`config.mk`:
```
export PLATFORM = sky130hd
export DESIGN_NAME = dbg_mem_loader_flat
export DESIGN_NICKNAME = d
export VERILOG_FILES = /design/src/rtl/dbg_loader_pkg.sv /design/src/rtl/dbg_mem_loader_if.sv /design/src/rtl/dbg_tx_serializer.sv /design/src/rtl/dbg_mem_loader.sv /design/src/flat_wrapper.sv
export SDC_FILE = /design/constraint.sdc
export NUM_CORES = 1
export LEC_CHECK = 0
export ABC_CLOCK_PERIOD_IN_PS = 22900
export CORE_MARGIN = 3
export CORE_UTILIZATION = 55
export DETAILED_ROUTE_END_ITERATION = 10
export GPL_ROUTABILITY_DRIVEN = 0
export PLACE_DENSITY = 0.86
export SLEW_MARGIN = 0
export SYNTH_ARGS = -nofsm -noshare
export SYNTH_HDL_FRONTEND = slang
export SYNTH_SLANG_ARGS = --single-unit
```
`constraint.sdc`:
```
create_clock -name CPU_CLK -period 22.9 [get_ports CPU_CLK]
set_input_delay 4.58 -clock CPU_CLK [delete_from_list [all_inputs] [get_ports CPU_CLK]]
set_output_delay 4.58 -clock CPU_CLK [all_outputs]
set_load 0.05 [all_outputs]
```
`src/rtl/dbg_loader_pkg.sv`:
```
// rtl/dbg_loader_pkg.sv - shared opcodes, FSM states and helpers for the debug memory loader
package dbg_loader_pkg;

    localparam logic [7:0] OP_WR_INST   = 8'h01;
    localparam logic [7:0] OP_RD_INST   = 8'h02;
    localparam logic [7:0] OP_WR_DATA   = 8'h03;
    localparam logic [7:0] OP_RD_DATA   = 8'h04;

    localparam logic [7:0] ACK_BYTE_DEF = 8'hAA;
    localparam logic [7:0] ERR_BYTE_DEF = 8'hEE;

    typedef enum logic [2:0] {
        IDLE,
        ADDR,
        DATA,
        WRITE,
        RWAIT,
        SEND,
        ERR
    } state_t;

    function automatic logic op_valid(input logic [7:0] op);
        return (op == OP_WR_INST) || (op == OP_RD_INST) ||
               (op == OP_WR_DATA) || (op == OP_RD_DATA);
    endfunction

    // Debug ports are word addressed; the low two address bits are dropped
    function automatic logic [31:0] word_align(input logic [31:0] a);
        return {a[31:2], 2'b00};
    endfunction

endpackage

```
`src/rtl/dbg_mem_loader_if.sv`:
```
// rtl/dbg_mem_loader_if.sv - byte streams and cache debug ports of the loader
interface dbg_mem_loader_if;
    logic [7:0]  rx_data;
    logic        rx_valid;
    logic        rx_ready;
    logic [7:0]  tx_data;
    logic        tx_valid;
    logic        tx_ready;
    logic [31:0] dbg_inst_a2;
    logic [31:0] dbg_inst_wd2;
    logic [3:0]  dbg_inst_we2;
    logic [31:0] dbg_inst_rd2;
    logic [31:0] dbg_data_a2;
    logic [31:0] dbg_data_wd2;
    logic [3:0]  dbg_data_we2;
    logic [31:0] dbg_data_rd2;
    logic        busy;
    logic        err;

    modport master (
        input  rx_data, rx_valid, tx_ready, dbg_inst_rd2, dbg_data_rd2,
        output rx_ready, tx_data, tx_valid,
        output dbg_inst_a2, dbg_inst_wd2, dbg_inst_we2,
        output dbg_data_a2, dbg_data_wd2, dbg_data_we2,
        output busy, err
    );

    modport slave (
        output rx_data, rx_valid, tx_ready, dbg_inst_rd2, dbg_data_rd2,
        input  rx_ready, tx_data, tx_valid,
        input  dbg_inst_a2, dbg_inst_wd2, dbg_inst_we2,
        input  dbg_data_a2, dbg_data_wd2, dbg_data_we2,
        input  busy, err
    );
endinterface

```
`src/rtl/dbg_tx_serializer.sv`:
```
// rtl/dbg_tx_serializer.sv - emits a 1- or 4-byte response LSB-first over valid/ready
module dbg_tx_serializer (
    input  logic        clk,
    input  logic        rst,
    input  logic        load,
    input  logic [31:0] word,
    input  logic [2:0]  nbytes,
    output logic [7:0]  tx_data,
    output logic        tx_valid,
    input  logic        tx_ready,
    output logic        done
);
    logic [31:0] shreg;
    logic [2:0]  left;

    // Load a response word, then shift one byte out per accepted transfer
    always_ff @(posedge clk or posedge rst) begin
        if (rst) begin
            shreg    <= '0;
            left     <= '0;
            tx_valid <= 1'b0;
        end else if (load) begin
            shreg    <= word;
            left     <= nbytes;
            tx_valid <= (nbytes != 3'd0);
        end else if (tx_valid && tx_ready) begin
            shreg <= {8'h00, shreg[31:8]};
            left  <= left - 3'd1;
            if (left == 3'd1) begin
                tx_valid <= 1'b0;
            end
        end
    end

    // The byte on the wire comes from a register, so it holds under backpressure
    assign tx_data = shreg[7:0];
    assign done    = tx_valid && tx_ready && (left == 3'd1);

endmodule

```
`src/rtl/dbg_mem_loader.sv`:
```
// rtl/dbg_mem_loader.sv - byte-command master for the inst/data cache debug ports
module dbg_mem_loader
    import dbg_loader_pkg::*;
#(
    parameter int         RD_LATENCY = 1,
    parameter logic [7:0] ACK_BYTE   = ACK_BYTE_DEF,
    parameter logic [7:0] ERR_BYTE   = ERR_BYTE_DEF
) (
    input  logic             CPU_CLK,
    input  logic             CPU_RST,
    dbg_mem_loader_if.master bus
);
    state_t      state;
    state_t      state_nxt;
    logic [7:0]  opcode;
    logic [1:0]  cnt;
    logic [1:0]  lat_cnt;
    logic [31:0] addr;
    logic [31:0] wdata;
    logic [31:0] inst_a2;
    logic [31:0] inst_wd2;
    logic [31:0] data_a2;
    logic [31:0] data_wd2;
    logic        rx_hs;
    logic        sel_inst;
    logic        is_write;
    logic [31:0] addr_shift;
    logic [31:0] data_shift;
    logic        ser_load;
    logic [31:0] ser_word;
    logic [2:0]  ser_nbytes;
    logic        ser_done;

    assign rx_hs      = bus.rx_valid && bus.rx_ready;
    assign sel_inst   = (opcode == OP_WR_INST) || (opcode == OP_RD_INST);
    assign is_write   = (opcode == OP_WR_INST) || (opcode == OP_WR_DATA);
    assign addr_shift = {bus.rx_data, addr[31:8]};
    assign data_shift = {bus.rx_data, wdata[31:8]};

    // State register
    always_ff @(posedge CPU_CLK or posedge CPU_RST) begin
        if (CPU_RST) begin
            state <= IDLE;
        end else begin
            state <= state_nxt;
        end
    end

    // Next-state decode of the command protocol
    always_comb begin
        state_nxt = state;
        case (state)
            IDLE:  if (rx_hs) state_nxt = op_valid(bus.rx_data) ? ADDR : ERR;
            ADDR:  if (rx_hs && cnt == 2'd3) state_nxt = is_write ? DATA : RWAIT;
            DATA:  if (rx_hs && cnt == 2'd3) state_nxt = WRITE;
            WRITE: state_nxt = SEND;
            RWAIT: if (lat_cnt == 2'd0) state_nxt = SEND;
            ERR:   state_nxt = SEND;
            SEND:  if (ser_done) state_nxt = IDLE;
            default: state_nxt = IDLE;
        endcase
    end

    // Command shift registers and held debug-port address/data
    always_ff @(posedge CPU_CLK or posedge CPU_RST) begin
        if (CPU_RST) begin
            opcode   <= '0;
            cnt      <= '0;
            lat_cnt  <= '0;
            addr     <= '0;
            wdata    <= '0;
            inst_a2  <= '0;
            inst_wd2 <= '0;
            data_a2  <= '0;
            data_wd2 <= '0;
        end else begin
            case (state)
                IDLE: begin
                    if (rx_hs) begin
                        opcode <= bus.rx_data;
                        cnt    <= 2'd0;
                    end
                end
                ADDR: begin
                    if (rx_hs) begin
                        addr <= addr_shift;
                        cnt  <= cnt + 2'd1;
                        if (cnt == 2'd3 && !is_write) begin
                            lat_cnt <= 2'(RD_LATENCY);
                            if (sel_inst) inst_a2 <= word_align(addr_shift);
                            else          data_a2 <= word_align(addr_shift);
                        end
                    end
                end
                DATA: begin
                    if (rx_hs) begin
                        wdata <= data_shift;
                        cnt   <= cnt + 2'd1;
                        if (cnt == 2'd3) begin
                            if (sel_inst) begin
                                inst_a2  <= word_align(addr);
                                inst_wd2 <= data_shift;
                            end else begin
                                data_a2  <= word_align(addr);
                                data_wd2 <= data_shift;
                            end
                        end
                    end
                end
                RWAIT: lat_cnt <= lat_cnt - 2'd1;
                default: ;
            endcase
        end
    end

    // Per-state outputs: handshakes, write strobes and response loading
    always_comb begin
        bus.rx_ready     = (state == IDLE) || (state == ADDR) || (state == DATA);
        bus.busy         = (state != IDLE);
        bus.err          = (state == ERR);
        bus.dbg_inst_we2 = (state == WRITE && sel_inst)  ? 4'b1111 : 4'b0000;
        bus.dbg_data_we2 = (state == WRITE && !sel_inst) ? 4'b1111 : 4'b0000;
        ser_load         = 1'b0;
        ser_word         = '0;
        ser_nbytes       = 3'd0;
        case (state)
            WRITE: begin
                ser_load   = 1'b1;
                ser_word   = {24'h0, ACK_BYTE};
                ser_nbytes = 3'd1;
            end
            ERR: begin
                ser_load   = 1'b1;
                ser_word   = {24'h0, ERR_BYTE};
                ser_nbytes = 3'd1;
            end
            RWAIT: begin
                if (lat_cnt == 2'd0) begin
                    ser_load   = 1'b1;
                    ser_word   = sel_inst ? bus.dbg_inst_rd2 : bus.dbg_data_rd2;
                    ser_nbytes = 3'd4;
                end
            end
            default: ;
        endcase
    end

    assign bus.dbg_inst_a2  = inst_a2;
    assign bus.dbg_inst_wd2 = inst_wd2;
    assign bus.dbg_data_a2  = data_a2;
    assign bus.dbg_data_wd2 = data_wd2;

    dbg_tx_serializer u_ser (
        .clk      (CPU_CLK),
        .rst      (CPU_RST),
        .load     (ser_load),
        .word     (ser_word),
        .nbytes   (ser_nbytes),
        .tx_data  (bus.tx_data),
        .tx_valid (bus.tx_valid),
        .tx_ready (bus.tx_ready),
        .done     (ser_done)
    );

endmodule

```
`src/flat_wrapper.sv`:
```
// flat-port wrapper written by rule: the top's interface ports become plain ports
module dbg_mem_loader_flat import dbg_loader_pkg::*;
#(
    parameter int         RD_LATENCY = 1,
    parameter logic [7:0] ACK_BYTE   = ACK_BYTE_DEF,
    parameter logic [7:0] ERR_BYTE   = ERR_BYTE_DEF
)
  (CPU_CLK, CPU_RST, bus_rx_data, bus_rx_valid, bus_tx_ready, bus_dbg_inst_rd2, bus_dbg_data_rd2, bus_rx_ready, bus_tx_data, bus_tx_valid, bus_dbg_inst_a2, bus_dbg_inst_wd2, bus_dbg_inst_we2, bus_dbg_data_a2, bus_dbg_data_wd2, bus_dbg_data_we2, bus_busy, bus_err);
  dbg_mem_loader_if bus_i ();
  input  logic CPU_CLK;
  input  logic CPU_RST;
  input wire logic [$bits(bus_i.rx_data)-1:0] bus_rx_data;
  input wire logic [$bits(bus_i.rx_valid)-1:0] bus_rx_valid;
  input wire logic [$bits(bus_i.tx_ready)-1:0] bus_tx_ready;
  input wire logic [$bits(bus_i.dbg_inst_rd2)-1:0] bus_dbg_inst_rd2;
  input wire logic [$bits(bus_i.dbg_data_rd2)-1:0] bus_dbg_data_rd2;
  output wire logic [$bits(bus_i.rx_ready)-1:0] bus_rx_ready;
  output wire logic [$bits(bus_i.tx_data)-1:0] bus_tx_data;
  output wire logic [$bits(bus_i.tx_valid)-1:0] bus_tx_valid;
  output wire logic [$bits(bus_i.dbg_inst_a2)-1:0] bus_dbg_inst_a2;
  output wire logic [$bits(bus_i.dbg_inst_wd2)-1:0] bus_dbg_inst_wd2;
  output wire logic [$bits(bus_i.dbg_inst_we2)-1:0] bus_dbg_inst_we2;
  output wire logic [$bits(bus_i.dbg_data_a2)-1:0] bus_dbg_data_a2;
  output wire logic [$bits(bus_i.dbg_data_wd2)-1:0] bus_dbg_data_wd2;
  output wire logic [$bits(bus_i.dbg_data_we2)-1:0] bus_dbg_data_we2;
  output wire logic [$bits(bus_i.busy)-1:0] bus_busy;
  output wire logic [$bits(bus_i.err)-1:0] bus_err;
  assign bus_i.rx_data = bus_rx_data;
  assign bus_i.rx_valid = bus_rx_valid;
  assign bus_i.tx_ready = bus_tx_ready;
  assign bus_i.dbg_inst_rd2 = bus_dbg_inst_rd2;
  assign bus_i.dbg_data_rd2 = bus_dbg_data_rd2;
  assign bus_rx_ready = bus_i.rx_ready;
  assign bus_tx_data = bus_i.tx_data;
  assign bus_tx_valid = bus_i.tx_valid;
  assign bus_dbg_inst_a2 = bus_i.dbg_inst_a2;
  assign bus_dbg_inst_wd2 = bus_i.dbg_inst_wd2;
  assign bus_dbg_inst_we2 = bus_i.dbg_inst_we2;
  assign bus_dbg_data_a2 = bus_i.dbg_data_a2;
  assign bus_dbg_data_wd2 = bus_i.dbg_data_wd2;
  assign bus_dbg_data_we2 = bus_i.dbg_data_we2;
  assign bus_busy = bus_i.busy;
  assign bus_err = bus_i.err;
  dbg_mem_loader #(.RD_LATENCY(RD_LATENCY), .ACK_BYTE(ACK_BYTE), .ERR_BYTE(ERR_BYTE)) u_core (.CPU_CLK(CPU_CLK), .CPU_RST(CPU_RST), .bus(bus_i));
endmodule
```
After elaboration in Yosys (flattened, before gate mapping) --
Index checks and enable logic that the tools add are counted.
Word-level totals: bits of input ports 76, output and inout bits 148, flip-flop bits (word level) 243
Cells by class: bitwise gates (word level) 1, multiplexer cells 44, eq/ne operators 29, reductions and logical operators 38, add/sub/neg operators 3
Operators by type and width (number):
- two-way mux 32 bit | 16
- one-hot mux 32 bit (2 select lines) | 2
- one-hot mux 32 bit (3 select lines) | 1
- == test 8 x 2 -> 1 bit (second input constant) | 4
- two-way mux 3 bit | 10
- != test 2 x 1 -> 1 bit (second input constant) | 12
- one-hot mux 3 bit (6 select lines) | 1
- == test 8 x 1 -> 1 bit (second input constant) | 2
- AND reduction 7 bit | 2
- nonzero test 2 bit | 5
- == test 3 bit (second input constant) | 3
- == test 8 x 3 -> 1 bit (second input constant) | 1
- two-way mux 2 bit | 4
- two-way mux 4 bit | 2
- one-hot mux 2 bit (2 select lines) | 2
- AND reduction 2 bit | 4
- AND reduction 4 bit | 2
- logical AND 1 bit | 7
- logical OR 1 bit | 7
- == test 3 x 1 -> 1 bit (second input constant) | 2
- == test 3 x 2 -> 1 bit (second input constant) | 2
- one-hot mux 3 bit (2 select lines) | 1
- AND reduction 3 bit | 2
- nonzero test 3 bit | 2
- 13 further kinds | 19

Logic depth before layout (Yosys ltp) --
Gate-level depths: netlist of run 1.
depth in word-level cells 7, depth in mapped cells 7

By module --
From an unflattened synthesis of run 1, not the netlist that was laid out.
Unflattened totals: cells, all modules 805, area total of the unflattened synthesis 10331.2 um2
By module, submodules not included:
- dbg_mem_loader | instances 1, cells an instance 634, area each 8613.3 um2, sequential area each 4829.6 um2
- dbg_tx_serializer | instances 1, cells an instance 171, area each 1717.9 um2, sequential area each 900.9 um2

Worst setup path before layout of run 1 --
Ideal clock, no wire load.
kind flip-flop to output port, start register u_core.opcode[2], end output port bus_dbg_inst_we2[1], setup slack 15.841 ns, arrival time 2.479 ns, cell stages (with the launch flop) 6, buffers on the path 2, required time 18.320 ns, cell sequence dfrtp_1 -> nor4_4 -> nand3b_1 -> clkbuf_1 -> nor2_1 -> buf_4
On the way: word-level cells in the longest chain between the ends 4
Ends and longest elaborated chain:
- start, declared | line dbg_mem_loader.sv:15 | logic [7:0] opcode;
- start signal, assigned | line dbg_mem_loader.sv:80 | opcode <= bus.rx_data;
- == test 8 x 1 -> 1 bit / == test 8 x 2 -> 1 bit (equally long branches) | line dbg_mem_loader.sv:35 | assign sel_inst = (opcode == OP_WR_INST) || (opcode == OP_RD_INST);
- logical OR 1 bit (*) | line dbg_mem_loader.sv:35
- logical AND 1 bit (*) | line dbg_mem_loader.sv:121 | bus.dbg_inst_we2 = (state == WRITE && sel_inst) ? 4'b1111 : 4'b0000;
- two-way mux 4 bit (*) | line dbg_mem_loader.sv:121
- end, declared | line flat_wrapper.sv:22 | output wire logic [$bits(bus_i.dbg_inst_we2)-1:0] bus_dbg_inst_we2;
Every way passes the cells marked *; elsewhere a longest branch is shown, timed or not.

Worst setup path in the final report of run 1 --
start register u_core.opcode[2], end output port bus_dbg_data_we2[3]
On the way: word-level cells in the longest chain between the ends 5
Ends and longest elaborated chain:
- == test 8 x 1 -> 1 bit / == test 8 x 2 -> 1 bit (equally long branches) | line dbg_mem_loader.sv:35
- logical OR 1 bit (*) | line dbg_mem_loader.sv:35
- logical NOT 1 bit (*) | line dbg_mem_loader.sv:122 | bus.dbg_data_we2 = (state == WRITE && !sel_inst) ? 4'b1111 : 4'b0000;
- logical AND 1 bit (*) | line dbg_mem_loader.sv:122
- two-way mux 4 bit (*) | line dbg_mem_loader.sv:122
- end, declared | line flat_wrapper.sv:25 | output wire logic [$bits(bus_i.dbg_data_we2)-1:0] bus_dbg_data_we2;
Marked as above.

==> impl_summary.log, run 1 <==
INFO  metric fillCellCount = 1,183
INFO  metric final_hold_viol_count = 0
INFO  metric area_of_the_mapped_netlist = 0.0102 mm^2
INFO  metric placement.cell_area = 0.0124 mm^2
INFO  metric hold_fix_buffer_count_after_cts = 0
INFO  metric hold_start = u_core.bus.dbg_inst_wd2[22]
INFO  metric data_arrival_time_at_the_worst_slack_endpoint = 2.77 ns
INFO  metric syn_inst = 755
INFO  metric reg2reg_slack = 19.77 ns
INFO  metric fmax = 136 MHz
INFO  metric finalWorstPathRequiredPeriod = 7.35 ns
INFO  metric pwr_density_cell = 121 mW/mm^2
INFO  metric critPathLaunchType = register
INFO  metric die_w = 142 um
INFO  metric hold-path-cell-count = 1
INFO  metric report.power.total = 0.00161 W
INFO  metric stdcell_area = 0.0133 mm^2
INFO  metric route.detailed.vias_per_inst = 5.66
INFO  metric dp_cells = 1,152
INFO  metric pin_count = 224
INFO  metric cts_tree = done
INFO  metric effective_utilization_at_floorplan = 56.3%
INFO  metric synth_top_area_share = 56.3%
INFO  metric critical-path-max-stage-delay = 0.73 ns
INFO  metric antenna_found_initial = 0
INFO  metric report.final.setup_viol = 0
INFO  metric grt_first_pass_wirelength = 38,600 um
INFO  metric finalCoreUtilization = 73.5%
INFO  metric final_layout_size_suffix_gt1_share = 28.6%
INFO  metric synthToLayoutAreaGrowth = 30.5%
INFO  metric status = completed
INFO  metric ys.flop_type = dfrtp_1
INFO  metric clock_skew = 0.0131 ns
INFO  metric timing.reg2reg.worst_path_depth = 6
INFO  metric via_count = 6,765
INFO  metric post-route-drc-count = 0
INFO  metric clock_root_buffer_master = clkbuf_16
INFO  metric row_count = 49
INFO  metric floorplan.core_area = 0.0181 mm^2
INFO  metric route.final.wire_length = 23,700 um
INFO  metric grt_start_max_net_pins = 88
INFO  metric drtAntennaViolNets = 0
INFO  metric yosysWarningCount = 0
INFO  metric clock_tree.htree_level_count = 1
INFO  metric critical_path.reg2reg.endpoint = u_core.bus.dbg_data_wd2[7]
INFO  metric diodes = 0
INFO  metric detailedRoute.firstIterationViolations = 386
INFO  metric max-clock-path-buffers = 3
INFO  metric grt_remaining_overflow = 0
INFO  metric tightestPinTransition = 1.11 ns
INFO  metric postCtsResizedCells = 0
INFO  metric cap_violations = 0
INFO  metric power.ir.vdd_worst = 0.0775 mV
INFO  metric asyncSetResetFlopFracSynth = 100%
INFO  metric floorplan.die_area = 0.0202 mm^2
INFO  metric cp_data_required_time = 18.32 ns
INFO  metric via_count_of_the_first_global_routing_pass = 7,031
INFO  metric timing.final.crit_share = 32.1%
INFO  metric synth_area_leaders = dfrtp_1, mux2_2, mux2_4
INFO  metric critical_path.slowest_cell = clkdlybuf4s50_1
INFO  metric clkLatencyLatePin = 0.51 ns
INFO  metric port_buf_inserts = 219
INFO  metric final_report_max_slew_violation_count = 0
INFO  metric track_usage = 23.6%
INFO  metric max_slew_margin = 25.8%
INFO  metric class_of_the_most_critical_setup_path = register to output port
INFO  metric synth_edf_count = 0
INFO  metric tns = 0 ns
INFO  metric drt-wirelength-per-cell = 19.8 um
INFO  metric synth_largest_area_cell = dfrtp_1
INFO  metric cts.clk_slew.worst_paths = 0.06 ns
INFO  metric drt_pre_antenna_iters = 4
INFO  metric post_synth_num_cell_types = 56
INFO  metric power.static_leakage = 6.10 nW
INFO  metric timing.hold.worst_endpoint = u_core.bus.dbg_inst_wd2[22]
INFO  metric die_y = 142 um
INFO  metric cp_cell_sequence = nor4_4, and3b_1, buf_4, nor2_1, clkdlybuf4s50_1
INFO  metric cp_capture_type = output port
INFO  metric dp.final_hpwl = 16,100 um
INFO  metric layout_net_count = 1,029
INFO  metric layoutNonFillerInstCount = 1,196
INFO  metric synth-seq-cells = 229
INFO  metric synth_seq_area_share = 56.3%
INFO  metric numCtsBuffers = 24
INFO  metric synthesis.area_per_instance = 13.5 um^2
INFO  metric hold_class = register to register
INFO  metric clock_sinks = 229
INFO  metric path_max_fanout = 43
INFO  metric regToRegStartpoint = u_core.state[1]
INFO  metric cts_setup_buffers = 0
INFO  metric grt_setup_unrepaired = no
-- state kept, by name (all words and copies together) (netlist names), 8 cells and up --
name and flops:
u_core.bus.dbg_data_wd2 32, u_core.bus.dbg_inst_wd2 32, u_core.u_ser.shreg 32, u_core.addr 30
u_core.bus.dbg_data_a2 30, u_core.bus.dbg_inst_a2 30, u_core.wdata 24, u_core.opcode 8
-- worst max-delay path by stage --
stage | start | end | slack, ns | cells past startpoint
after detailed placement | bus_rx_valid | u_core.bus.dbg_inst_a2[9] | 15.83 | 6
after CTS | u_core.opcode[2] | bus_dbg_data_we2[3] | 15.54 | 5
after global routing | u_core.state[0] | bus_dbg_inst_we2[3] | 15.39 | 3
final | u_core.opcode[2] | bus_dbg_data_we2[3] | 15.55 | 5
after floorplan | CPU_RST | u_core.addr[10] | 12.04 | 1
after global placement | bus_rx_valid | u_core.bus.dbg_data_wd2[4] | 15.86 | 6
-- cells in the mapped netlist, types with 12 or more instances --
| master | n |
|---|---|
| dfrtp_1 | 229 |
| mux2_2 | 186 |
| nor2_1 | 37 |
| nand2_1 | 34 |
| mux2_4 | 30 |
| and3_1 | 23 |
| clkbuf_1 | 22 |
| buf_4 | 21 |
| o22ai_1 | 19 |
| buf_2 | 18 |
| o22a_1 | 18 |
| nand3_1 | 12 |
-- final cells by class --
| cell class | count | area, um^2 | area share [%] |
|---|---|---|---|
| clock inverters | 10 | 159 | 1.20 |
| multi-input cells | 454 | 4090 | 30.8 |
| inverters | 11 | 48.8 | 0.367 |
| flip-flops and latches | 229 | 5730 | 43.1 |
| clock buffers | 34 | 709 | 5.34 |
| repair buffers | 229 | 2270 | 17.1 |
| well taps | 229 | 287 | 2.16 |
-- logic make-up after synthesis --
| kind of cell | share of synthesized area, % |
|---|---|
| and+or+nand+nor | 6.84 |
| adders and majority gates | 0.491 |
| muxes | 26.0 |
| AOI/OAI and AO/OA | 6.14 |
| DFF | 56.3 |
| buffers and inverters | 3.98 |
| other | 0.0368 |
| xor gates and xnor gates | 0.258 |
-- per-stage QoR --
step                setup slack [ns]  hold slack [ns]
floorplan                      12.04            0.451
global placement               15.86            0.466
detailed placement             15.83            0.475
CTS                            15.54            0.488
global route                   15.39            0.501
finish                         15.55            0.485
-- routing by layer --
| layer | part of all wire (%) | track usage (%) | vias up |
|---|---|---|---|
| met4 | 2.2 | 5.30 | 0 |
| met2 | 47 | 37.4 | 225 |
| li1 | - | - | 3090 |
| met5 | 0 | 0 | - |
| met1 | 44 | 34.3 | 3411 |
| met3 | 6.3 | 4.54 | 39 |
-- power breakdown --
group          leakage (nW)  total, W  internal [W]  switching [W]
Clock                 0.421  0.000416      0.000261       0.000155
Sequential             3.01  0.000620      0.000520       0.000101
Combinational          2.67  0.000569      0.000258       0.000311
Total                  6.10   0.00161       0.00104       0.000567
-- critical path, delay by kind of cell (launching register included) --
family | cells | cell delay (ns)
buffers and inverters | 2 | 1.08
DFF | 1 | 0.40
and+or+nand+nor | 3 | 0.78
-- placed cells by master (no fill, tap or decap), types with 5 or more instances in the layout --
| cell | count |
|---|---|
| mux2_2 | 186 |
| inv_1 | 10 |
| nand3_1 | 12 |
| nand2_1 | 34 |
| clkbuf_16 | 25 |
| mux2i_1 | 8 |
| o22ai_1 | 19 |
| o21ai_0 | 8 |
| and3_1 | 23 |
| clkbuf_8 | 5 |
| clkdlybuf4s50_1 | 219 |
| nor2_1 | 36 |
| mux2_4 | 30 |
| buf_4 | 10 |
| dfrtp_1 | 229 |
| o2bb2ai_1 | 9 |
| o22a_1 | 18 |
No activity file was read; power rests on OpenSTA's default activity.
==> inputs of run 2 (changes only) <==
--- a/config.mk
+++ b/config.mk
@@ -5,12 +5,12 @@
 export SDC_FILE = /design/constraint.sdc
 export NUM_CORES = 1
 export LEC_CHECK = 0
-export ABC_CLOCK_PERIOD_IN_PS = 22900
+export ABC_CLOCK_PERIOD_IN_PS = 6750
 export CORE_MARGIN = 3
-export CORE_UTILIZATION = 55
+export CORE_UTILIZATION = 46
 export DETAILED_ROUTE_END_ITERATION = 10
 export GPL_ROUTABILITY_DRIVEN = 0
-export PLACE_DENSITY = 0.86
+export PLACE_DENSITY = 0.77
 export SLEW_MARGIN = 0
 export SYNTH_ARGS = -nofsm -noshare
 export SYNTH_HDL_FRONTEND = slang
==> constraint.sdc (replaced) <==
create_clock -name CPU_CLK -period 6.75 [get_ports CPU_CLK]
set_input_delay 1.35 -clock CPU_CLK [delete_from_list [all_inputs] [get_ports CPU_CLK]]
set_output_delay 1.35 -clock CPU_CLK [all_outputs]
set_load 0.05 [all_outputs]
==> run 2 against run 1 <==
Sequential power rose to 3.4 times the previous value. Critical path depth unchanged. Total power increased to 3.3 times the previous value. First-iteration DRC count down 32%. Combinational power rose to 3.4 times the previous value. Clock-buffer cell count up 5. Worst setup slack lost 13 ns. Clock skew increased by 0.0016 ns. Global-route usage is 4.2 points lower. Clock power rose to 3.1 times the previous value. Non-clock buffer count up 2. Critical path type unchanged. Critical endpoint is now bus_dbg_inst_we2[0].
==> impl_summary.log, run 2 (synthesized netlist as in run 1, its figures left out) <==
INFO  metric status = completed
INFO  metric cp_cell_sequence = nor4_4, nand3b_1, buf_4, nor2_1, clkdlybuf4s50_1
INFO  metric die_y = 155 um (+8.9%)
INFO  metric final_report_max_slew_violation_count = 0 (unchanged)
INFO  metric stdcell_area = 0.0133 mm^2 (-0.12%)
INFO  metric max-clock-path-buffers = 3 (unchanged)
INFO  metric effective_utilization_at_floorplan = 47.6% (-8.8 points)
INFO  metric numCtsBuffers = 25 (+4.2%)
INFO  metric power.ir.vdd_worst = 0.225 mV (+190%)
INFO  metric drt_pre_antenna_iters = 4 (unchanged)
INFO  metric drtAntennaViolNets = 0 (unchanged)
INFO  metric critPathLaunchType = register
INFO  metric clkLatencyLatePin = 0.50 ns (about the same)
INFO  metric port_buf_inserts = 219 (unchanged)
INFO  metric via_count_of_the_first_global_routing_pass = 6,959 (-1.0%)
INFO  metric fmax = 241 MHz
INFO  metric cp_data_required_time = 5.40 ns (-12.92 ns)
INFO  metric power.static_leakage = 6.06 nW (-0.74%)
INFO  metric clock_sinks = 229 (unchanged)
INFO  metric timing.final.crit_share = 61.5%
INFO  metric cp_capture_type = output port
INFO  metric timing.reg2reg.worst_path_depth = 5 (-1)
INFO  metric floorplan.core_area = 0.0214 mm^2 (+18%)
INFO  metric fillCellCount = 1,689 (+43%)
INFO  metric grt_setup_unrepaired = no
INFO  metric clock_tree.htree_level_count = 1 (unchanged)
INFO  metric critical-path-max-stage-delay = 0.87 ns (+0.14 ns)
INFO  metric grt_remaining_overflow = 0 (unchanged)
INFO  metric tightestPinTransition = 0.932 ns (-0.181 ns)
INFO  metric tns = 0 ns (unchanged)
INFO  metric clock_root_buffer_master = clkbuf_16
INFO  metric hold-path-cell-count = 1 (unchanged)
INFO  metric max_slew_margin = 37.8% (+12 points)
INFO  metric synthToLayoutAreaGrowth = 30.4%
INFO  metric route.final.wire_length = 23,600 um (-0.35%)
INFO  metric hold_class = register to register
INFO  metric path_max_fanout = 17 (-60%)
INFO  metric cap_violations = 0 (unchanged)
INFO  metric row_count = 53 (+8.2%)
INFO  metric layout.cells.most_common = dfrtp_1
INFO  metric post-route-drc-count = 0 (unchanged)
INFO  metric data_arrival_time_at_the_worst_slack_endpoint = 2.80 ns (+0.03 ns)
INFO  metric critical_path.slowest_cell = clkdlybuf4s50_1
INFO  metric finalWorstPathRequiredPeriod = 4.15 ns
INFO  metric floorplan.die_area = 0.0240 mm^2 (+19%)
INFO  metric layout_common_cells = dfrtp_1, clkdlybuf4s50_1, mux2_2
INFO  metric cts.clk_slew.worst_paths = 0.06 ns (about the same)
INFO  metric dp.final_hpwl = 16,000 um (-0.41%)
INFO  metric detailedRoute.firstIterationViolations = 263 (-32%)
INFO  metric pin_count = 224 (unchanged)
INFO  metric report.power.total = 0.00530 W (+230%)
INFO  metric drt-wirelength-per-cell = 19.0 um (-4.2%)
INFO  metric report.final.setup_viol = 0 (unchanged)
INFO  metric die_w = 155 um (+8.9%)
INFO  metric layout_net_count = 1,032 (+0.29%)
INFO  metric class_of_the_most_critical_setup_path = register to output port
INFO  metric postCtsResizedCells = 0 (unchanged)
INFO  metric route.detailed.vias_per_inst = 5.40 (-4.5%)
INFO  metric clock_skew = 0.0147 ns (+0.00162 ns)
INFO  metric final_hold_viol_count = 0 (unchanged)
INFO  metric hold_fix_buffer_count_after_cts = 0 (unchanged)
INFO  metric antenna_found_initial = 0 (unchanged)
INFO  metric cts_tree = done
INFO  metric grt_start_max_net_pins = 121 (+38%)
INFO  metric cts_setup_buffers = 0 (unchanged)
INFO  metric grt_first_pass_wirelength = 38,100 um (-1.2%)
INFO  metric placement.cell_area = 0.0125 mm^2 (+0.65%)
INFO  metric pwr_density_cell = 399 mW/mm^2 (+230%)
INFO  metric track_usage = 19.4% (-4.2 points)
INFO  metric final_layout_size_suffix_gt1_share = 28.1% (-0.55 points)
INFO  metric via_count = 6,719 (-0.68%)
-- run 2: cell count changes in the layout (fill, tap and decap cells not counted) --
cell	previous run	this run
inv_8	1	0
clkinvlp_4	2	3
clkbuf_8	5	4
clkinv_4	1	0
bufinv_16	4	1
clkbuf_1	4	10
buf_12	0	1
clkinv_2	3	1
diode_2	0	1
buf_4	10	11
-- run 2: through the flow --
stage / hold WS (ns) / utilization, % / cells / worst slack (ns)
after global routing: 0.501 / 62.0 / 1243 / 2.45
after detailed placement: 0.477 / 58.4 / 1200 / 3.10
after floorplan: 0.451 / - / 758 / 2.41
final: 0.484 / 62.0 / 1244 / 2.60
after CTS: 0.490 / 62.0 / 1243 / 2.55
after global placement: 0.471 / 58.4 / 1200 / 3.14
-- run 2: power by group --
| group | total [W] | switching (W) | internal, W |
|---|---|---|---|
| logic | 0.00193 | 0.00105 | 0.000876 |
| registers | 0.00209 | 0.000327 | 0.00176 |
| clock network | 0.00128 | 0.000517 | 0.000764 |
-- run 2: final timing paths --
kind	start	end	slack, ns
worst max-delay path	u_core.opcode[2]	bus_dbg_inst_we2[0]	2.60
worst min-delay path	u_core.bus.dbg_inst_wd2[22]	u_core.bus.dbg_inst_wd2[22]	0.48
min in group asynchronous	CPU_RST	u_core.wdata[8]	1.37
max in group asynchronous	CPU_RST	u_core.bus.dbg_inst_a2[29]	4.04
worst min register to register	u_core.bus.dbg_inst_wd2[22]	u_core.bus.dbg_inst_wd2[22]	0.48
worst max register to register	u_core.state[1]	u_core.bus.dbg_inst_wd2[9]	4.00
-- run 2: worst max-delay path: cells and delay by family, from the launching register on --
kind	cells	cell delay, ns
buffers and inverters	2	1.12
AND/OR/NAND/NOR	3	0.78
flip-flops	1	0.40
-- run 2: final cells by class --
type	instances	area, um^2	area share (%)
Timing Repair Buffer	231	2290	17.3
Inverter	11	45.0	0.339
Clock buffer	39	718	5.41
Antenna cell	1	2.50	0.0188
Clock inverter	4	50.0	0.377
Tap cell	275	344	2.59
Sequential cell	229	5730	43.2
Multi-Input combinational cell	454	4090	30.8
-- run 2: per-layer routing --
| layer | up-vias | track usage [%] | part of all wire, % |
|---|---|---|---|
| met5 | - | 0 | 0 |
| li1 | 3090 | - | - |
| met3 | 42 | 3.58 | 5.0 |
| met2 | 181 | 31.6 | 47 |
| met1 | 3406 | 27.1 | 46 |
| met4 | 0 | 4.88 | 2.1 |
